File: src/rtl/divisor_seq_pkg.sv
// Shared definitions for the sequential restoring divider: state codes and
// state-register width.
package divisor_seq_pkg;

  localparam int STATE_W = 3;

  // State codes are part of the external contract (visible on STATE_OUT and
  // NEXT_OUT), so they are fixed constants rather than a tool-encoded enum.
  localparam logic [STATE_W-1:0] ST_IDLE = 3'd0;
  localparam logic [STATE_W-1:0] ST_LOAD = 3'd1;
  localparam logic [STATE_W-1:0] ST_CALC = 3'd2;
  localparam logic [STATE_W-1:0] ST_DONE = 3'd3;

endpackage

File: src/rtl/divisor_seq_if.sv
// Bus bundle for divisor_seq: start request, operands, results and the
// observable internal state.
interface divisor_seq_if
  import divisor_seq_pkg::*;
#(
  parameter int WIDTH = 4
) ();

  logic               en;
  logic [WIDTH-1:0]   A_IN;
  logic [WIDTH-1:0]   B_IN;
  logic [WIDTH-1:0]   Q_OUT;
  logic [WIDTH-1:0]   R_OUT;
  logic [WIDTH-1:0]   A_REG;
  logic [WIDTH-1:0]   B_REG;
  logic [STATE_W-1:0] STATE_OUT;
  logic [STATE_W-1:0] NEXT_OUT;
  logic [WIDTH-1:0]   COUNT_OUT;
  logic               COUNT_MAX;

  // Requester side: drives the start request and operands.
  modport master (
    output en, A_IN, B_IN,
    input  Q_OUT, R_OUT, A_REG, B_REG, STATE_OUT, NEXT_OUT, COUNT_OUT, COUNT_MAX
  );

  // Divider side.
  modport slave (
    input  en, A_IN, B_IN,
    output Q_OUT, R_OUT, A_REG, B_REG, STATE_OUT, NEXT_OUT, COUNT_OUT, COUNT_MAX
  );

endinterface

File: src/rtl/divisor_step.sv
// One restoring-division iteration: shift the next dividend bit into the
// partial remainder, trial-subtract the divisor, keep or restore.
module divisor_step
  import divisor_seq_pkg::*;
#(
  parameter int WIDTH = 4
) (
  input  logic [WIDTH-1:0] rem_i,
  input  logic [WIDTH-1:0] a_i,
  input  logic [WIDTH-1:0] b_i,
  output logic [WIDTH-1:0] rem_o,
  output logic [WIDTH-1:0] a_o
);

  logic [WIDTH-1:0] shifted;
  logic [WIDTH:0]   trial;
  logic             neg;

  // The top bit of rem is never set before the last shift because the partial
  // remainder is bounded by the dividend bits consumed so far, so dropping
  // rem[WIDTH-1] is lossless. The extra trial bit is the borrow/sign.
  always_comb begin
    shifted = {rem_i[WIDTH-2:0], a_i[WIDTH-1]};
    trial   = {1'b0, shifted} - {1'b0, b_i};
    neg     = trial[WIDTH];
    rem_o   = neg ? shifted : trial[WIDTH-1:0];
    a_o     = {a_i[WIDTH-2:0], ~neg};
  end

endmodule

File: src/rtl/divisor_seq.sv
// Sequential unsigned restoring divider: IDLE -> LOAD -> WIDTH x CALC -> DONE.
// Quotient is accumulated in the dividend shift register A_REG.
// WIDTH must be at least 2.
module divisor_seq
  import divisor_seq_pkg::*;
#(
  parameter int WIDTH = 4
) (
  input  logic          clk,
  input  logic          rst,
  divisor_seq_if.slave  bus
);

  logic [STATE_W-1:0] state_q, state_d;
  logic [WIDTH-1:0]   a_q, a_d;
  logic [WIDTH-1:0]   b_q, b_d;
  logic [WIDTH-1:0]   rem_q, rem_d;
  logic [WIDTH-1:0]   cnt_q, cnt_d;
  logic [WIDTH-1:0]   quo_q, quo_d;
  logic [WIDTH-1:0]   res_q, res_d;
  logic [WIDTH-1:0]   step_rem;
  logic [WIDTH-1:0]   step_a;
  logic               cnt_max;

  divisor_step #(
    .WIDTH (WIDTH)
  ) u_step (
    .rem_i (rem_q),
    .a_i   (a_q),
    .b_i   (b_q),
    .rem_o (step_rem),
    .a_o   (step_a)
  );

  assign cnt_max = (cnt_q == WIDTH'(WIDTH - 1));

  // Next-state logic; reset forces IDLE so NEXT_OUT reflects it immediately.
  always_comb begin
    state_d = ST_IDLE;
    case (state_q)
      ST_IDLE: state_d = bus.en ? ST_LOAD : ST_IDLE;
      ST_LOAD: state_d = ST_CALC;
      ST_CALC: state_d = cnt_max ? ST_DONE : ST_CALC;
      ST_DONE: state_d = ST_IDLE;
      default: state_d = ST_IDLE;
    endcase
    if (rst) state_d = ST_IDLE;
  end

  // Datapath and result updates selected by the current state.
  always_comb begin
    a_d   = a_q;
    b_d   = b_q;
    rem_d = rem_q;
    cnt_d = cnt_q;
    quo_d = quo_q;
    res_d = res_q;
    case (state_q)
      ST_LOAD: begin
        a_d   = bus.A_IN;
        b_d   = bus.B_IN;
        rem_d = '0;
        cnt_d = '0;
      end
      ST_CALC: begin
        a_d   = step_a;
        rem_d = step_rem;
        cnt_d = cnt_q + WIDTH'(1);
      end
      ST_DONE: begin
        quo_d = a_q;
        res_d = rem_q;
      end
      default: ;
    endcase
  end

  // State and datapath registers; reset clears everything and aborts any
  // division in progress without publishing its result.
  always_ff @(posedge clk) begin
    if (rst) begin
      state_q <= ST_IDLE;
      a_q     <= '0;
      b_q     <= '0;
      rem_q   <= '0;
      cnt_q   <= '0;
      quo_q   <= '0;
      res_q   <= '0;
    end else begin
      state_q <= state_d;
      a_q     <= a_d;
      b_q     <= b_d;
      rem_q   <= rem_d;
      cnt_q   <= cnt_d;
      quo_q   <= quo_d;
      res_q   <= res_d;
    end
  end

  assign bus.Q_OUT     = quo_q;
  assign bus.R_OUT     = res_q;
  assign bus.A_REG     = a_q;
  assign bus.B_REG     = b_q;
  assign bus.STATE_OUT = state_q;
  assign bus.NEXT_OUT  = state_d;
  assign bus.COUNT_OUT = cnt_q;
  assign bus.COUNT_MAX = cnt_max;

endmodule

File: src/flat_wrapper.sv
// flat-port wrapper written by rule: the top's interface ports become plain ports
module divisor_seq_flat import divisor_seq_pkg::*;
#(
  parameter int WIDTH = 4
)
  (clk, rst, bus_en, bus_A_IN, bus_B_IN, bus_Q_OUT, bus_R_OUT, bus_A_REG, bus_B_REG, bus_STATE_OUT, bus_NEXT_OUT, bus_COUNT_OUT, bus_COUNT_MAX);
  divisor_seq_if #(.WIDTH(WIDTH)) bus_i ();
  input  logic clk;
  input  logic rst;
  input wire logic [$bits(bus_i.en)-1:0] bus_en;
  input wire logic [$bits(bus_i.A_IN)-1:0] bus_A_IN;
  input wire logic [$bits(bus_i.B_IN)-1:0] bus_B_IN;
  output wire logic [$bits(bus_i.Q_OUT)-1:0] bus_Q_OUT;
  output wire logic [$bits(bus_i.R_OUT)-1:0] bus_R_OUT;
  output wire logic [$bits(bus_i.A_REG)-1:0] bus_A_REG;
  output wire logic [$bits(bus_i.B_REG)-1:0] bus_B_REG;
  output wire logic [$bits(bus_i.STATE_OUT)-1:0] bus_STATE_OUT;
  output wire logic [$bits(bus_i.NEXT_OUT)-1:0] bus_NEXT_OUT;
  output wire logic [$bits(bus_i.COUNT_OUT)-1:0] bus_COUNT_OUT;
  output wire logic [$bits(bus_i.COUNT_MAX)-1:0] bus_COUNT_MAX;
  assign bus_i.en = bus_en;
  assign bus_i.A_IN = bus_A_IN;
  assign bus_i.B_IN = bus_B_IN;
  assign bus_Q_OUT = bus_i.Q_OUT;
  assign bus_R_OUT = bus_i.R_OUT;
  assign bus_A_REG = bus_i.A_REG;
  assign bus_B_REG = bus_i.B_REG;
  assign bus_STATE_OUT = bus_i.STATE_OUT;
  assign bus_NEXT_OUT = bus_i.NEXT_OUT;
  assign bus_COUNT_OUT = bus_i.COUNT_OUT;
  assign bus_COUNT_MAX = bus_i.COUNT_MAX;
  divisor_seq #(.WIDTH(WIDTH)) u_core (.clk(clk), .rst(rst), .bus(bus_i));
endmodule
File: config.mk
export PLATFORM = sky130hd
export DESIGN_NAME = divisor_seq_flat
export DESIGN_NICKNAME = d
export VERILOG_FILES = /design/src/rtl/divisor_seq_pkg.sv /design/src/rtl/divisor_seq_if.sv /design/src/rtl/divisor_step.sv /design/src/rtl/divisor_seq.sv /design/src/flat_wrapper.sv
export SDC_FILE = /design/constraint.sdc
export NUM_CORES = 1
export LEC_CHECK = 0
export ABC_AREA = 1
export CAP_MARGIN = 20
export CORE_AREA = 4 4 61 63
export DETAILED_ROUTE_END_ITERATION = 6
export DIE_AREA = 0 0 65 67
export PLACE_DENSITY = 0.72
export SLEW_MARGIN = 25
export SYNTH_ARGS = -nofsm -noshare
export SYNTH_HDL_FRONTEND = slang
export SYNTH_SLANG_ARGS = --single-unit
File: constraint.sdc
create_clock -name clk -period 1.7 [get_ports clk]
set_clock_uncertainty 0.05 [all_clocks]
set_input_delay 0.17 -clock clk [delete_from_list [all_inputs] [get_ports clk]]
set_output_delay 0.17 -clock clk [all_outputs]
set_load 0.005 [all_outputs]
Yosys cells after proc, flatten, opt, wreduce, memory -nomap -nowiden
Cells that the tools add are included.
{ "word_totals": {"reg_bits": 27, "inputBits": 11, "elab_cells": 24} }
{ "op_classes": {"add_sub_neg": 2, "n_eq_ne": 4, "n_mux": 8, "n_bitwise": 1, "n_reduce_logical": 2} }
{ "ops": {"columns": ["operator", "n"], "rows": [
  ["$pmux 4 s2", 3],
  ["$pmux 3 s3", 1],
  ["$eq 3x2->1 const B", 2],
  ["$sub 4x4->5", 1],
  ["$add 4x1->4 const B", 1],
  ["$eq 4x2->1 const B", 1],
  ["$mux 4", 1],
  ["$eq 3x1->1 const B", 1],
  ["$logic_not 3->1", 1],
  ["$mux 3", 1],
  ["$mux 1", 2],
  ["$reduce_bool 2->1", 1],
  ["$not 1->1", 1]
]} }

Longest topological paths before layout
{ "depth": {"word_depth": 4, "ltp_mapped": 10, "mapped_depth_nobuf": 10} }

Cells and area by module
A second synthesis with hierarchy kept.
{ "hier_totals": {"hier_cells": 180, "hier_area_um2": 1312.5} }
{ "modules_own_cells": {"columns": ["module", "instances", "cells_per_inst", "area_per_inst_um2"], "rows": [
  ["divisor_seq", 1, 147, 1097.3],
  ["divisor_step", 1, 33, 215.2]
]} }

Worst setup path after synthesis
Ideal clock, no wire load.
{ "synth_path": {"path_type": "reg2reg", "start": "register u_core.a_q[3] (netlist: u_core.bus.A_REG[3])", "end": "register u_core.rem_q[3]", "t_arrival_ns": 1.465, "t_required_ns": 1.519, "slack_ns": 0.054, "path_stages_with_launch": 11, "synth_period_minus_slack_ns": 1.646, "path_cell_list": "dfxtp_1 inv_1 ha_1 inv_1 fa_1 nand3_1 nand2_1 nand2_1 nand2_1 nand2_1 a21oi_2"} }
{ "synth_via": {"elab_chain_len": 3} }
{ "synth_lines": {"columns": ["element", "line_no", "source"], "rows": [
  ["from (decl)", "divisor_seq.sv:15", "logic [WIDTH-1:0] a_q, a_d;"],
  ["from (signal assigned)", "divisor_seq.sv:83", "a_q <= '0;"],
  ["from (signal assigned)", "divisor_seq.sv:91", "a_q <= a_d;"],
  ["$sub 4x4->5", "divisor_step.sv:24", "trial = {1'b0, shifted} - {1'b0, b_i};"],
  ["$mux 4", "divisor_step.sv:26", "rem_o = neg ? shifted : trial[WIDTH-1:0];"],
  ["$pmux 4 s2", "divisor_seq.sv:58", "case (state_q)"],
  ["to (signal assigned)", "divisor_seq.sv:93", "rem_q <= rem_d;"],
  ["to (decl)", "divisor_seq.sv:17", "logic [WIDTH-1:0] rem_q, rem_d;"]
]} }
Every way passes these cells.
A chain may end at the register's enable or synchronous reset.

Final worst setup path
{ "layout_path": {"start": "register u_core.cnt_q[0] (netlist: u_core.bus.COUNT_OUT[0])", "end": "output port bus_COUNT_OUT[0]"} }
{ "layout_rtl": {"columns": ["element", "line_no", "source"], "rows": [
  ["from (decl)", "divisor_seq.sv:18", "logic [WIDTH-1:0] cnt_q, cnt_d;"],
  ["from (signal assigned)", "divisor_seq.sv:94", "cnt_q <= cnt_d;"],
  ["to (decl)", "flat_wrapper.sv:19", "output wire logic [$bits(bus_i.COUNT_OUT)-1:0] bus_COUNT_OUT;"]
]} }
No word-level cell between the ends.

==> impl_metrics.env <==
export IMPL_cts_sinks=26
export IMPL_port_buffers=35
export IMPL_antenna_left=0
export IMPL_power_frac_comb_pct=27.0
export IMPL_p_int_uw=1092
export IMPL_worst_slack_ps=37.37
export IMPL_num_vias=1222
export IMPL_insertedDiodeCount=0
export IMPL_worstHoldPathType="in -> reg"
export IMPL_synth_main_ff_cell="dfxtp_1"
export IMPL_crit_path_end_kind="output port"
export IMPL_power_switching_uw=401.5
export IMPL_maxCapViolCount=0
export IMPL_outcome="finished clean"
export IMPL_slew_violations=0
export IMPL_critPathMaxFanout=4
export IMPL_p_leak_uw=0.0008354
export IMPL_cp_cell_sequence="buf_4, buf_4, clkdlybuf4s50_1"
export IMPL_drtIter0Drc=34
export IMPL_clkLatencyLatePin_ps=330
export IMPL_criticalPathCategory="reg -> out"
export IMPL_critical_path_arrival_ps=1440
export IMPL_drc=0
export IMPL_tns_ps=0
export IMPL_worst_r2r_startpoint="u_core.bus.A_REG[3]$_SDFFE_PP0N_"
export IMPL_fmax_ghz=0.6015
export IMPL_drtPass1Iterations=4
export IMPL_cpMostUsedCell="buf_4"
export IMPL_clkTransAtPathRegs_ps=150
export IMPL_die_height_um=67
export IMPL_cts_tree="built"
export IMPL_wl_mm=3.104
export IMPL_swShare_pct=26.89
export IMPL_die_w_um=65
export IMPL_yosys_cell_types_count=28
export IMPL_syn_cell_area_um2=1256
export IMPL_layout_drive_gt1_share_pct=20.56
export IMPL_fin_crit_ps=1663
export IMPL_post_place_ws_ps=-72.15
export IMPL_coreArea_um2=3232
export IMPL_synth_area_leaders="dfxtp_1 41%, ha_1 10%, nand2_1 7.8%"
export IMPL_first_global_vias=1191
export IMPL_avgSynthCellArea_um2=7.851
export IMPL_clock_root_buffer="clkbuf_4"
export IMPL_synth_top_cell_by_area="dfxtp_1"
export IMPL_holdCritStartpoint="bus_A_IN[0]"
export IMPL_rsz0062_at_grt="true"
export IMPL_fin_nets=237
export IMPL_ir_worst_vdd_v=0.0005747
export IMPL_vias_per_cell=4.700
export IMPL_synth_top_area_share_pct=41.43
export IMPL_syn_instance_count=160
export IMPL_synth_common_cells="26 x dfxtp_1, 26 x nand2_1, 21 x inv_1, 15 x nor2_1"
export IMPL_crit_buf_inv=3
export IMPL_p_seq_share_pct=44.3
export IMPL_synth_seq_cells=26
export IMPL_area_delta_synth_final_pct=50.50
export IMPL_gp_congestion=0.8256
export IMPL_synthArstFlopShare_pct=0
export IMPL_crit_required_ps=1480
export IMPL_wl_per_cell_um=11.94
export IMPL_die_area_um2=4355
export IMPL_p_clk_share_pct=28.7
export IMPL_fin_cells=260
export IMPL_ctsLongestPathBuffers=2
export IMPL_dp_cells=252
export IMPL_cp_slowest_cell="clkdlybuf4s50_1"
export IMPL_grt_max_degree=17
export IMPL_htree_levels=1
export IMPL_startpoint_type="flip-flop"
export IMPL_post_route_util_pct=58.50
export IMPL_grt_pass1_wl_mm=5.237
export IMPL_gr_total_overflow=0
export IMPL_ioPinCount=38
export IMPL_period_share_pct=97.80
export IMPL_ys_warnings_count=0
export IMPL_multi_input_comb_area_um2=673.1
export IMPL_cts_made_buffers=3
export IMPL_cp_slowest_stage_delay_ps=520
export IMPL_ys_seq_area_share_pct=41.43
export IMPL_cpLargestDelayFamily="buffers and inverters"
export IMPL_power_density_nw_per_um2=789.9
export IMPL_antenna_found_initial=0
export IMPL_setup_worst_path_start="u_core.bus.COUNT_OUT[0]$_SDFFE_PP0N_"
export IMPL_ff_latch_area_um2=525.5
export IMPL_fillers=285
export IMPL_synth_edf_count=0
export IMPL_finalSetupViolations=0
export IMPL_initial_core_util_pct=38.87
export IMPL_dp_hpwl_mm=2.245
export IMPL_final_hold_viol_count=0
export IMPL_grt_use_total_pct=15.50
export IMPL_placementRows=21
==> power groups by stage <==
| stage | registers [uW] | clock network (uW) | logic (uW) |
|---|---|---|---|
| 6_report | 662 | 429 | 403 |
| 5_1_grt | 667 | 468 | 452 |
| 4_1_cts | 661 | 433 | 393 |
| 3_5_place_dp | 674 | 0 | 377 |
| 3_3_place_gp | 674 | 0 | 373 |
| 2_1_floorplan | 679 | 0 | 204 |
==> worst paths after layout <==
kind / slack [ps] / cells after the start / end
max: 40 / 3 / bus_COUNT_OUT[0]
min: 360 / 3 / u_core.bus.A_REG[0]$_SDFFE_PP0N_
max reg2reg: 140 / 10 / u_core.rem_q[3]$_SDFFE_PP0N_
min reg2reg: 440 / 2 / u_core.rem_q[3]$_SDFFE_PP0N_
==> repair_timing <==
item,in CTS,in global routing
pin swaps,1,4
gates resized for setup,12,10
hold endpoints to repair,0,0
hold buffers,0,0
setup buffers,2,2
setup endpoints to repair,3,7
==> flip-flops by register name (all words and copies together), names as in the netlist <==
name,cells
u_core.bus.B_REG,4
u_core.bus.A_REG,4
u_core.rem_q,4
u_core.bus.R_OUT,4
u_core.bus.Q_OUT,4
u_core.bus.COUNT_OUT,4
u_core.bus.STATE_OUT,2
==> cells by family (layout without fill, tap and decap cells) <==
family / count (synthesis) / after routing / share of synthesized area [%]
AO/OA/AOI/OAI: 35 / 35 / 15.94
XOR/XNOR: 2 / 2 / 1.395
adder cells (fa/ha/maj): 11 / 11 / 11.55
buffers and inverters: 29 / 82 / 10.16
flip-flops: 26 / 26 / 41.43
other: 1 / 2 / 0.2985
AND/OR/NAND/NOR: 56 / 56 / 19.22
==> area by class of cell <==
type	count	share of cell area [%]
Inverter	23	4.699
Clock inverter	1	1.588
Multi-Input combinational cell	106	35.61
Timing Repair Buffer	55	26.08
Tap cell	46	3.044
Clock buffer	3	1.191
Sequential cell	26	27.80
==> routing by layer <==
metal | part of all wire [%] | vias to the layer above | global-route usage [%]
met3 | 5.9 | 8 | 3.879
met1 | 45 | 560 | 18.88
met5 | 0 | - | 0
li1 | - | 623 | -
met2 | 47 | 31 | 26.05
met4 | 1.6 | 0 | 6.069
==> layout by cell type (no fill, tap or decap), drive strengths merged <==
| cell type | n |
|---|---|
| nor3 | 2 |
| nor2 | 15 |
| ha | 10 |
| nand3 | 8 |
| nand2 | 26 |
| buf | 21 |
| o22ai | 1 |
| dfxtp | 26 |
| o221ai | 2 |
| fa | 1 |
| inv | 23 |
| nand4 | 1 |
| a31oi | 1 |
| dlygate4sd2 | 2 |
| or2 | 1 |
| nand3b | 2 |
| and3 | 1 |
| clkdlybuf4s50 | 32 |
| conb | 2 |
| a211oi | 3 |
| a21oi | 15 |
| clkbuf | 3 |
| xor2 | 1 |
| xnor2 | 1 |
| o21ai | 13 |
| bufinv | 1 |
==> metrics by stage <==
stage / area [um^2] / power, uW / hold slack (ps)
final: 1891 / 1493 / 359.3
after global placement: 1749 / 1047 / 417.3
after floorplan: 1260 / 882.6 / 198.5
after global routing: 1891 / 1588 / 364.4
after CTS: 1843 / 1487 / 357.9
after detailed placement: 1749 / 1051 / 420.2
==> worst reg2reg max path, stage by stage, from the launching register on <==
cell and delay [ps]:
dfxtp_1 340, inv_1 80, ha_1 140, inv_1 60, fa_2 360, nand3_2 100, nand2_2 90, nand2_1 90
nand2_1 50, nand2_1 80, a21oi_2 50
Power figures use the tool's default switching activity.
